## config.mk

```make
export PLATFORM = sky130hd
export DESIGN_NAME = adder_arbiter_flat
export DESIGN_NICKNAME = d
export VERILOG_FILES = /design/src/rtl/adder_arbiter_if.sv /design/src/rtl/adder_arbiter.sv /design/src/flat_wrapper.sv
export SDC_FILE = /design/constraint.sdc
export NUM_CORES = 1
export LEC_CHECK = 0
export ABC_AREA = 1
export CAP_MARGIN = 25
export CORE_MARGIN = 2
export CORE_UTILIZATION = 44
export DETAILED_ROUTE_END_ITERATION = 16
export GPL_TIMING_DRIVEN = 0
export PLACE_DENSITY = 0.88
export SYNTH_ARGS = -nofsm -noshare
export SYNTH_HDL_FRONTEND = slang
export SYNTH_SLANG_ARGS = --single-unit
```

## constraint.sdc

```tcl
create_clock -name clk -period 4.4 [get_ports clk]
set_input_delay 0.88 -clock clk [delete_from_list [all_inputs] [get_ports clk]]
set_output_delay 0.88 -clock clk [all_outputs]
set_load 0.01 [all_outputs]
```

## src/rtl/adder_arbiter_if.sv

```systemverilog
// Requester-side bundle of adder_arbiter: packed operand requests and tagged sum responses.
interface adder_arbiter_if #(
    parameter int NUM_REQ = 4,
    parameter int ADD_BIT = 16
);
    logic [NUM_REQ-1:0]         req_valid;
    logic [NUM_REQ*ADD_BIT-1:0] req_A;
    logic [NUM_REQ*ADD_BIT-1:0] req_B;
    logic [NUM_REQ-1:0]         req_ready;
    logic [NUM_REQ-1:0]         rsp_valid;
    logic [ADD_BIT:0]           rsp_data;

    modport master (
        output req_valid,
        output req_A,
        output req_B,
        input  req_ready,
        input  rsp_valid,
        input  rsp_data
    );

    modport slave (
        input  req_valid,
        input  req_A,
        input  req_B,
        output req_ready,
        output rsp_valid,
        output rsp_data
    );
endinterface

```

## src/rtl/adder_arbiter.sv

```systemverilog
// Round-robin sharing of one two-cycle pipelined ADDER among NUM_REQ requesters,
// with adder start-up sequencing and one-hot tags that route each sum back to its issuer.
module adder_arbiter #(
    parameter int ADD_BIT = 16,
    parameter int NUM_REQ = 4,
    parameter int ADD_LAT = 2
) (
    input  logic               clk,
    input  logic               reset_n,
    input  logic               hold,
    adder_arbiter_if.slave     bus,
    output logic               add_enable,
    output logic [ADD_BIT-1:0] add_A,
    output logic [ADD_BIT-1:0] add_B,
    input  logic               add_out_valid,
    input  logic [ADD_BIT:0]   add_Dout,
    output logic               busy,
    output logic [15:0]        op_count
);
    localparam int               PTR_W   = (NUM_REQ > 1) ? $clog2(NUM_REQ) : 1;
    localparam logic [PTR_W:0]   REQ_LIM = (PTR_W+1)'(NUM_REQ);
    localparam logic [PTR_W-1:0] PTR_MAX = PTR_W'(NUM_REQ - 1);

    typedef enum logic [1:0] {
        S_RESET = 2'd0,
        S_INIT  = 2'd1,
        S_WAIT  = 2'd2,
        S_RUN   = 2'd3
    } state_t;

    state_t                            state_r;
    logic                              add_enable_r;
    logic [PTR_W-1:0]                  ptr_r;
    logic [ADD_BIT-1:0]                add_a_r;
    logic [ADD_BIT-1:0]                add_b_r;
    logic                              issue_vld_r;
    logic [NUM_REQ-1:0]                issue_tag_r;
    logic [ADD_LAT-1:0]                tag_vld_r;
    logic [ADD_LAT-1:0][NUM_REQ-1:0]   tag_pipe_r;
    logic [NUM_REQ-1:0]                rsp_valid_r;
    logic [ADD_BIT:0]                  rsp_data_r;
    logic [15:0]                       op_count_r;

    logic                              grant_found_s;
    logic [PTR_W-1:0]                  grant_idx_s;
    logic [NUM_REQ-1:0]                grant_oh_s;
    logic                              transfer_s;
    logic [ADD_BIT-1:0]                sel_a_s;
    logic [ADD_BIT-1:0]                sel_b_s;
    logic [PTR_W-1:0]                  ptr_next_s;

    // Start-up sequencer: pulse adder enable once, then wait for its sticky out_valid.
    always_ff @(posedge clk) begin
        if (!reset_n) begin
            state_r      <= S_RESET;
            add_enable_r <= 1'b0;
        end else begin
            case (state_r)
                S_RESET: begin
                    state_r      <= S_INIT;
                    add_enable_r <= 1'b1;
                end
                S_INIT: begin
                    state_r      <= S_WAIT;
                    add_enable_r <= 1'b0;
                end
                S_WAIT: begin
                    add_enable_r <= 1'b0;
                    if (add_out_valid) begin
                        state_r <= S_RUN;
                    end else begin
                        state_r <= S_WAIT;
                    end
                end
                S_RUN: begin
                    state_r      <= S_RUN;
                    add_enable_r <= 1'b0;
                end
                default: begin
                    state_r      <= S_RESET;
                    add_enable_r <= 1'b0;
                end
            endcase
        end
    end

    // Round-robin pick: scan offsets high to low so the nearest requester at/after ptr wins.
    always_comb begin
        logic [PTR_W:0] cand_s;
        grant_found_s = 1'b0;
        grant_idx_s   = '0;
        grant_oh_s    = '0;
        cand_s        = '0;
        if ((state_r == S_RUN) && !hold) begin
            for (int i = NUM_REQ - 1; i >= 0; i--) begin
                cand_s = {1'b0, ptr_r} + (PTR_W+1)'(i);
                if (cand_s >= REQ_LIM) begin
                    cand_s = cand_s - REQ_LIM;
                end else begin
                    cand_s = cand_s;
                end
                if (bus.req_valid[cand_s[PTR_W-1:0]]) begin
                    grant_found_s = 1'b1;
                    grant_idx_s   = cand_s[PTR_W-1:0];
                end else begin
                    grant_found_s = grant_found_s;
                end
            end
        end else begin
            grant_found_s = 1'b0;
        end
        if (grant_found_s) begin
            grant_oh_s[grant_idx_s] = 1'b1;
        end else begin
            grant_oh_s = '0;
        end
    end

    // Operand mux driven by the one-hot grant, plus the pointer that follows a transfer.
    always_comb begin
        sel_a_s = '0;
        sel_b_s = '0;
        for (int i = 0; i < NUM_REQ; i++) begin
            sel_a_s = sel_a_s | ({ADD_BIT{grant_oh_s[i]}} & bus.req_A[i*ADD_BIT +: ADD_BIT]);
            sel_b_s = sel_b_s | ({ADD_BIT{grant_oh_s[i]}} & bus.req_B[i*ADD_BIT +: ADD_BIT]);
        end
        if (grant_idx_s == PTR_MAX) begin
            ptr_next_s = '0;
        end else begin
            ptr_next_s = grant_idx_s + PTR_W'(1);
        end
    end

    assign transfer_s = |(bus.req_valid & grant_oh_s);

    // Issue register, tag pipeline aligned with the adder stages, and response capture.
    always_ff @(posedge clk) begin
        if (!reset_n) begin
            ptr_r       <= '0;
            add_a_r     <= '0;
            add_b_r     <= '0;
            issue_vld_r <= 1'b0;
            issue_tag_r <= '0;
            tag_vld_r   <= '0;
            tag_pipe_r  <= '0;
            rsp_valid_r <= '0;
            rsp_data_r  <= '0;
            op_count_r  <= 16'd0;
        end else begin
            if (transfer_s) begin
                ptr_r   <= ptr_next_s;
                add_a_r <= sel_a_s;
                add_b_r <= sel_b_s;
            end else begin
                ptr_r   <= ptr_r;
                add_a_r <= add_a_r;
                add_b_r <= add_b_r;
            end
            issue_vld_r   <= transfer_s;
            issue_tag_r   <= transfer_s ? grant_oh_s : '0;
            tag_vld_r[0]  <= issue_vld_r;
            tag_pipe_r[0] <= issue_tag_r;
            for (int s = ADD_LAT - 1; s > 0; s--) begin
                tag_vld_r[s]  <= tag_vld_r[s-1];
                tag_pipe_r[s] <= tag_pipe_r[s-1];
            end
            // Dout is stable for the whole cycle the oldest tag sits at the pipeline end.
            if (tag_vld_r[ADD_LAT-1]) begin
                rsp_valid_r <= tag_pipe_r[ADD_LAT-1];
                rsp_data_r  <= add_Dout;
                op_count_r  <= op_count_r + 16'd1;
            end else begin
                rsp_valid_r <= '0;
                rsp_data_r  <= rsp_data_r;
                op_count_r  <= op_count_r;
            end
        end
    end

    assign bus.req_ready = grant_oh_s;
    assign bus.rsp_valid = rsp_valid_r;
    assign bus.rsp_data  = rsp_data_r;
    assign add_enable    = add_enable_r;
    assign add_A         = add_a_r;
    assign add_B         = add_b_r;
    assign op_count      = op_count_r;
    assign busy          = issue_vld_r | (|tag_vld_r) | (|rsp_valid_r);

endmodule

```

## src/flat_wrapper.sv

```systemverilog
// flat-port wrapper written by rule: the top's interface ports become plain ports
module adder_arbiter_flat 
#(
    parameter int ADD_BIT = 16,
    parameter int NUM_REQ = 4,
    parameter int ADD_LAT = 2
)
  (clk, reset_n, hold, add_enable, add_A, add_B, add_out_valid, add_Dout, busy, op_count, bus_req_valid, bus_req_A, bus_req_B, bus_req_ready, bus_rsp_valid, bus_rsp_data);
  adder_arbiter_if #(.NUM_REQ(NUM_REQ), .ADD_BIT(ADD_BIT)) bus_i ();
  input  logic clk;
  input  logic reset_n;
  input  logic hold;
  output logic add_enable;
  output logic [ADD_BIT-1:0] add_A;
  output logic [ADD_BIT-1:0] add_B;
  input  logic add_out_valid;
  input  logic [ADD_BIT:0] add_Dout;
  output logic busy;
  output logic [15:0] op_count;
  input wire logic [$bits(bus_i.req_valid)-1:0] bus_req_valid;
  input wire logic [$bits(bus_i.req_A)-1:0] bus_req_A;
  input wire logic [$bits(bus_i.req_B)-1:0] bus_req_B;
  output wire logic [$bits(bus_i.req_ready)-1:0] bus_req_ready;
  output wire logic [$bits(bus_i.rsp_valid)-1:0] bus_rsp_valid;
  output wire logic [$bits(bus_i.rsp_data)-1:0] bus_rsp_data;
  assign bus_i.req_valid = bus_req_valid;
  assign bus_i.req_A = bus_req_A;
  assign bus_i.req_B = bus_req_B;
  assign bus_req_ready = bus_i.req_ready;
  assign bus_rsp_valid = bus_i.rsp_valid;
  assign bus_rsp_data = bus_i.rsp_data;
  adder_arbiter #(.ADD_BIT(ADD_BIT), .NUM_REQ(NUM_REQ), .ADD_LAT(ADD_LAT)) u_core (.clk(clk), .reset_n(reset_n), .hold(hold), .bus(bus_i), .add_enable(add_enable), .add_A(add_A), .add_B(add_B), .add_out_valid(add_out_valid), .add_Dout(add_Dout), .busy(busy), .op_count(op_count));
endmodule
```

[Yosys cells after proc, flatten, opt, wreduce, memory -nomap -nowiden]
Index checks and enable logic that the tools add are counted.
Word-level totals
  input port bits: 153
  output and inout bits: 75
  word-level logic and storage cells: 96
  memories: 0
  bits in registers: 89
  memory bits (writable): 0
  memory bits (read-only): 0
  latch bits: 0
Cells by class
  bitwise logic cells: 17
  multiply operators: 0
  multiplexer cells: 33
  shift operators: 0
  order comparisons: 10
  equal/unequal tests: 4
  div/mod/pow operators: 0
  add/subtract/negate cells: 9
  reduce and logical (&&, ||, !) cells: 10
Operators by type and width (count)
  16-bit bitwise AND: 8
  16-bit OR: 6
  2-bit 2-to-1 mux: 14
  16-bit by 1-bit adder with 16-bit output, second input constant: 1
  2-bit by 3-bit < comparator with 1-bit output, second input constant: 5
  1-bit 2-to-1 mux: 11
  3-bit greater-or-equal comparator, second input constant: 3
  1-bit binary-select mux with 2-bit select: 4
  2-bit case mux with 4 select lines: 1
  4-bit OR reduction: 2
  2-bit by 1-bit subtractor with 2-bit output, second input constant: 4
  2-bit by 2-bit adder with 3-bit output, second input constant: 2
  2-bit == test, second input constant: 3
  4-bit bitwise AND: 1
  4-bit 2-to-1 mux: 1
  2-bit AND reduction: 2
  2-bit by 1-bit adder with 3-bit output, second input constant: 1
  2-bit by 3-bit greater-or-equal comparator with 1-bit output, second input constant: 1
  3-bit OR reduction: 1
  2-bit by 1-bit adder with 2-bit output, second input constant: 1
  1-bit demux with 2-bit select: 1
  2-bit by 1-bit == test with 1-bit output, second input constant: 1
  2-bit by 1-bit greater-or-equal comparator with 1-bit output, second input constant: 1
  1-bit logical AND: 2
  5 further kinds: 6

[Longest topological paths before layout]
  word-level depth: 20
  gate-level depth with buffers: 19
  gate-level depth less buffers: 16

[Worst setup path after synthesis]
Ideal clock, no wire load.
  kind: input-to-output
  start point: input bus_req_valid[1]
  end point: output bus_req_ready[3]
  required time: 3520 ps
  setup slack: 1138 ps
  stages on the path: 13
  data arrival time: 2382 ps
  buffers on the path: 3
  cell sequence: inv_1 > o21ai_1 > nand2_1 > nand3_1 > nand2_1 > nand2_1 > nand3_4 > inv_2 > buf_4 > ha_1 > and3_1 > buf_2 > buf_6
On the way
  cells in the longest elaborated chain, start to end: 12
  elaborated cells on any way between the ends: 24
  those cells by class: order compare: 2; mux: 21; reduce/logical: 1
Ends and longest elaborated chain
  start: declaration: line flat_wrapper.sv:20  | input wire logic [$bits(bus_i.req_valid)-1:0] bus_req_valid;
  1-bit binary-select mux with 2-bit select: line adder_arbiter.sv:102  | if (bus.req_valid[cand_s[PTR_W-1:0]]) begin
  1-bit 2-to-1 mux (implied by the code): line adder_arbiter.sv:102
  2-bit 2-to-1 mux (4 in series): line adder_arbiter.sv:102
  2-bit 2-to-1 mux: line adder_arbiter.sv:94  | if ((state_r == S_RUN) && !hold) begin
  2-bit by 3-bit < comparator with 1-bit output (implied by the code) / 2-bit by 1-bit greater-or-equal comparator with 1-bit output (equally long branches): line adder_arbiter.sv:113  | grant_oh_s[grant_idx_s] = 1'b1;
  1-bit logical AND (implied by the code): line adder_arbiter.sv:113
  1-bit 2-to-1 mux (implied by the code): line adder_arbiter.sv:113
  1-bit demux with 2-bit select
  4-bit 2-to-1 mux *: line adder_arbiter.sv:112  | if (grant_found_s) begin
  end: declaration: line flat_wrapper.sv:23  | output wire logic [$bits(bus_i.req_ready)-1:0] bus_req_ready;
Every way passes the cells marked *; elsewhere a longest branch is shown, timed or not. The select of a mux whose other input is x is not followed.

[Final worst setup path]
  start point: input bus_req_valid[3]
  end point: output bus_req_ready[3]
The elaborated chain is that of the path after synthesis.

==> run summary <==
Run status = completed
Largest fanout on the critical path = 10
Die height = 106.0 um
Post-DP HPWL = 12.11 mm
Routability congestion estimate = 0.9638
CTS clk-pin slew, worst paths = 90 ps
Fin nets = 1,066
Drt wl/cell = 15.05 um
Sink Count = 89
Critical path arrival = 3330 ps
CTS tree = yes
Slew margin rel. = 58.55%
Cell Chain, Critical Path = clkdlybuf4s50_1 > inv_1 > o21ai_1 > nand2_1 > nor2_1 > o21ai_1 > nand2_1 > nand2_2 > inv_4 > buf_6 > ha_1 > and3_1 > buf_4 > buf_6 > dlygate4sd2_1
Number of fillers in the final layout = 863
Commonest cells in the netlist = 147 x nand2_1, 93 x nor2_1, 89 x dfxtp_1
N_diodes = 0
Min-delay worst type = register to register
Drt pass-1 iters = 5
Clock tree buffer depth = 2
Tot GR Track Use = 28.17%
Synth top area share = 38.93%
Final setup vio count = 0
Post-synthesis sequential area ratio = 38.93%
Largest net degree at the start of global routing = 17
Min Tclk post-route = 4211 ps
Cell Area, Synth = 0.004577 mm^2
Max-cap check violation count = 0
Syn-to-layout area delta = 58.28%
Worst path bufs/invs = 7
Crit Path Category = primary input to primary output
Least-Margin Pin Slew = 616.1 ps
Maximum vdd drop = 0.1454 mV
Core footprint = 0.01023 mm^2
Fin crit share = 95.71%
Netlist cell types = 31
CTS root buf = clkbuf_8
Num CTS Buffers = 9
Vias per cell = 5.164
Final WL = 15.84 mm
Synth area leader = dfxtp_1
# placed instances = 1,035
Chip Width = 106.0 um
Vias = 5,433
Antenna Nets Post-Route = 0
Number of I/O port buffers = 227
Final hold slack = 408.6 ps
CP top delay family = buffers and inverters
Synth area leaders = dfxtp_1 39%, nand2_1 12%, nand4_1 9.2%
Latest clock arrival within the worst-skew pair = 360 ps
Number of global-route vias before repair = 5,247
Storage cell area = 0.001782 mm^2
CP max-delay cell = clkdlybuf4s50_1
Max Clock Skew = 17.15 ps
DRC = 0
Commonest register cell after synthesis = dfxtp_1
Mapped Nets = 827
Final hold vios = 0
Data required, critical path = 3520 ps
Final non-filler cell total = 1,052
Pwr Density = 234.6 mW/mm^2
Footprint of the multi-input gates = 0.002307 mm^2
DRT iter0 DRCs = 266
Leak = 0.003059 uW
CP Launch Type = primary input
Max Freq = 237.5 MHz
Starting Density = 44.74%
Std cell rows = 37
Initial antenna violation count = 0
Endpoint class of the critical path = primary output
Fraction of registers with async set/reset = 0%
Pins Over Slew Limit = 0
Flop and latch count out of synthesis = 89
Most common cell in the netlist = nand2_1
Overflow after GRT = 0
Die Area = 0.01123 mm^2
H-tree depth = 3
RSZ-0062 raised after global routing = false
Share of cells above drive strength 1 = 7.642%
Syn_area_per_cell = 6.811 um^2
Synth Warn # = 0
Post-Synthesis Cells = 672
First-pass GRT wire length = 25.29 mm
EDFF count, synth = 0
Io pins = 228
Slowest Stage Delay on Critical Path = 530 ps
==> cells in the final DEF, fill, tap and decap left out <==
master	count
o21ai_1	3
nand3_1	77
and3_1	1
dlygate4sd2_1	1
bufinv_16	1
buf_6	7
nor4_1	3
inv_4	2
nor3_1	10
clkinv_4	1
nand2_1	147
nand2_2	2
buf_4	17
nand4_1	67
inv_6	3
o21a_1	2
xnor2_1	2
a21oi_1	44
clkdlybuf4s50_1	226
clkinvlp_4	1
nor3b_1	1
clkbuf_1	13
buf_2	14
nor2_2	1
nand3_4	1
o21ai_0	25
xor2_1	1
nand3_2	2
a21boi_4	1
inv_1	38
nor2_1	93
a31oi_1	1
clkbuf_8	9
clkbuf_4	1
nand2_4	1
dfxtp_1	89
inv_8	1
inv_2	5
ha_1	2
==> per-layer routing <==
metal  GRT usage [%]  vias up  share of wire, %
li1                -     2726                 -
met4           8.365        0               2.1
met2           51.06      235                50
met1           30.78     2443                38
met5               0        -                 0
met3           10.06       29               9.5
==> area by class of cell <==
class | instances | share of cell area [%]
well taps | 136 | 2.349
flip-flops and latches | 89 | 24.59
inverters | 46 | 2.556
clock inverters | 6 | 1.002
multi-input cells | 487 | 31.85
clock buffers | 10 | 1.762
repair buffers | 229 | 31.55
plain buffers | 49 | 4.335
==> kinds of logic after synthesis <==
group	count (synthesis)	synth area share, %
AND/OR/NAND/NOR	406	40.54
buffers and inverters	96	10.66
flip-flops	89	38.93
AO/OA/AOI/OAI	76	8.748
XOR/XNOR	3	0.5742
adder cells (fa/ha/maj)	2	0.5467
==> worst paths after layout <==
| kind | cells after the start | to | start | slack (ps) |
|---|---|---|---|---|
| hold reg to reg | 2 | u_core.tag_pipe_r[4]$_SDFF_PN0_ | u_core.tag_pipe_r[0]$_SDFF_PN0_ | 410 |
| setup reg to reg | 18 | u_core.add_B[4]$_SDFFE_PN0P_ | u_core.ptr_r[1]$_SDFFE_PN0P_ | 1770 |
| hold / removal | 2 | u_core.tag_pipe_r[4]$_SDFF_PN0_ | u_core.tag_pipe_r[0]$_SDFF_PN0_ | 410 |
| setup / recovery | 15 | bus_req_ready[3] | bus_req_valid[3] | 190 |
==> report_power, final <==
group | switching, uW | internal, uW
Sequential | 9.15 | 823
Combinational | 111 | 179
Clock | 308 | 270
==> flip-flops by register name, indices dropped and copies added (netlist names) <==
name	cells
u_core.ptr_r	2
u_core.bus.rsp_data	17
u_core.op_count	16
u_core.add_A	16
u_core.issue_tag_r	4
u_core.tag_pipe_r	8
u_core.bus.rsp_valid	4
u_core.add_B	16
u_core.tag_vld_r	2
u_core.state_r	2
u_core.issue_vld_r	1
u_core.add_enable	1
==> worst register-to-register path, delay by kind of cell, from the launching register on <==
kind / cells / cell delay, ps
and+or+nand+nor: 10 / 1000
buffers and inverters: 5 / 610
DFF: 1 / 480
adders and majority gates: 1 / 230
AOI/OAI and AO/OA: 2 / 230
==> timing repair <==
item                                    in CTS  in global routing
setup buffers                                2                  0
gates resized for setup                      8                  0
hold buffers                                 0                  0
endpoints found under the setup margin       1                  0
==> through the flow <==
stage	utilization, %	setup TNS, ps	setup WS [ps]	total power [uW]	instance area (um^2)
2_1_floorplan	-	0	1138	942.9	4577
3_3_place_gp	68.61	-334.3	-334.3	1135	7019
3_5_place_dp	68.61	-376.5	-376.5	1138	7019
4_1_cts	70.81	0	212.4	1704	7244
5_1_grt	70.81	0	8.045	1764	7244
6_report	70.81	0	188.8	1700	7244
Note: power is estimated with default switching activity, not from simulation.
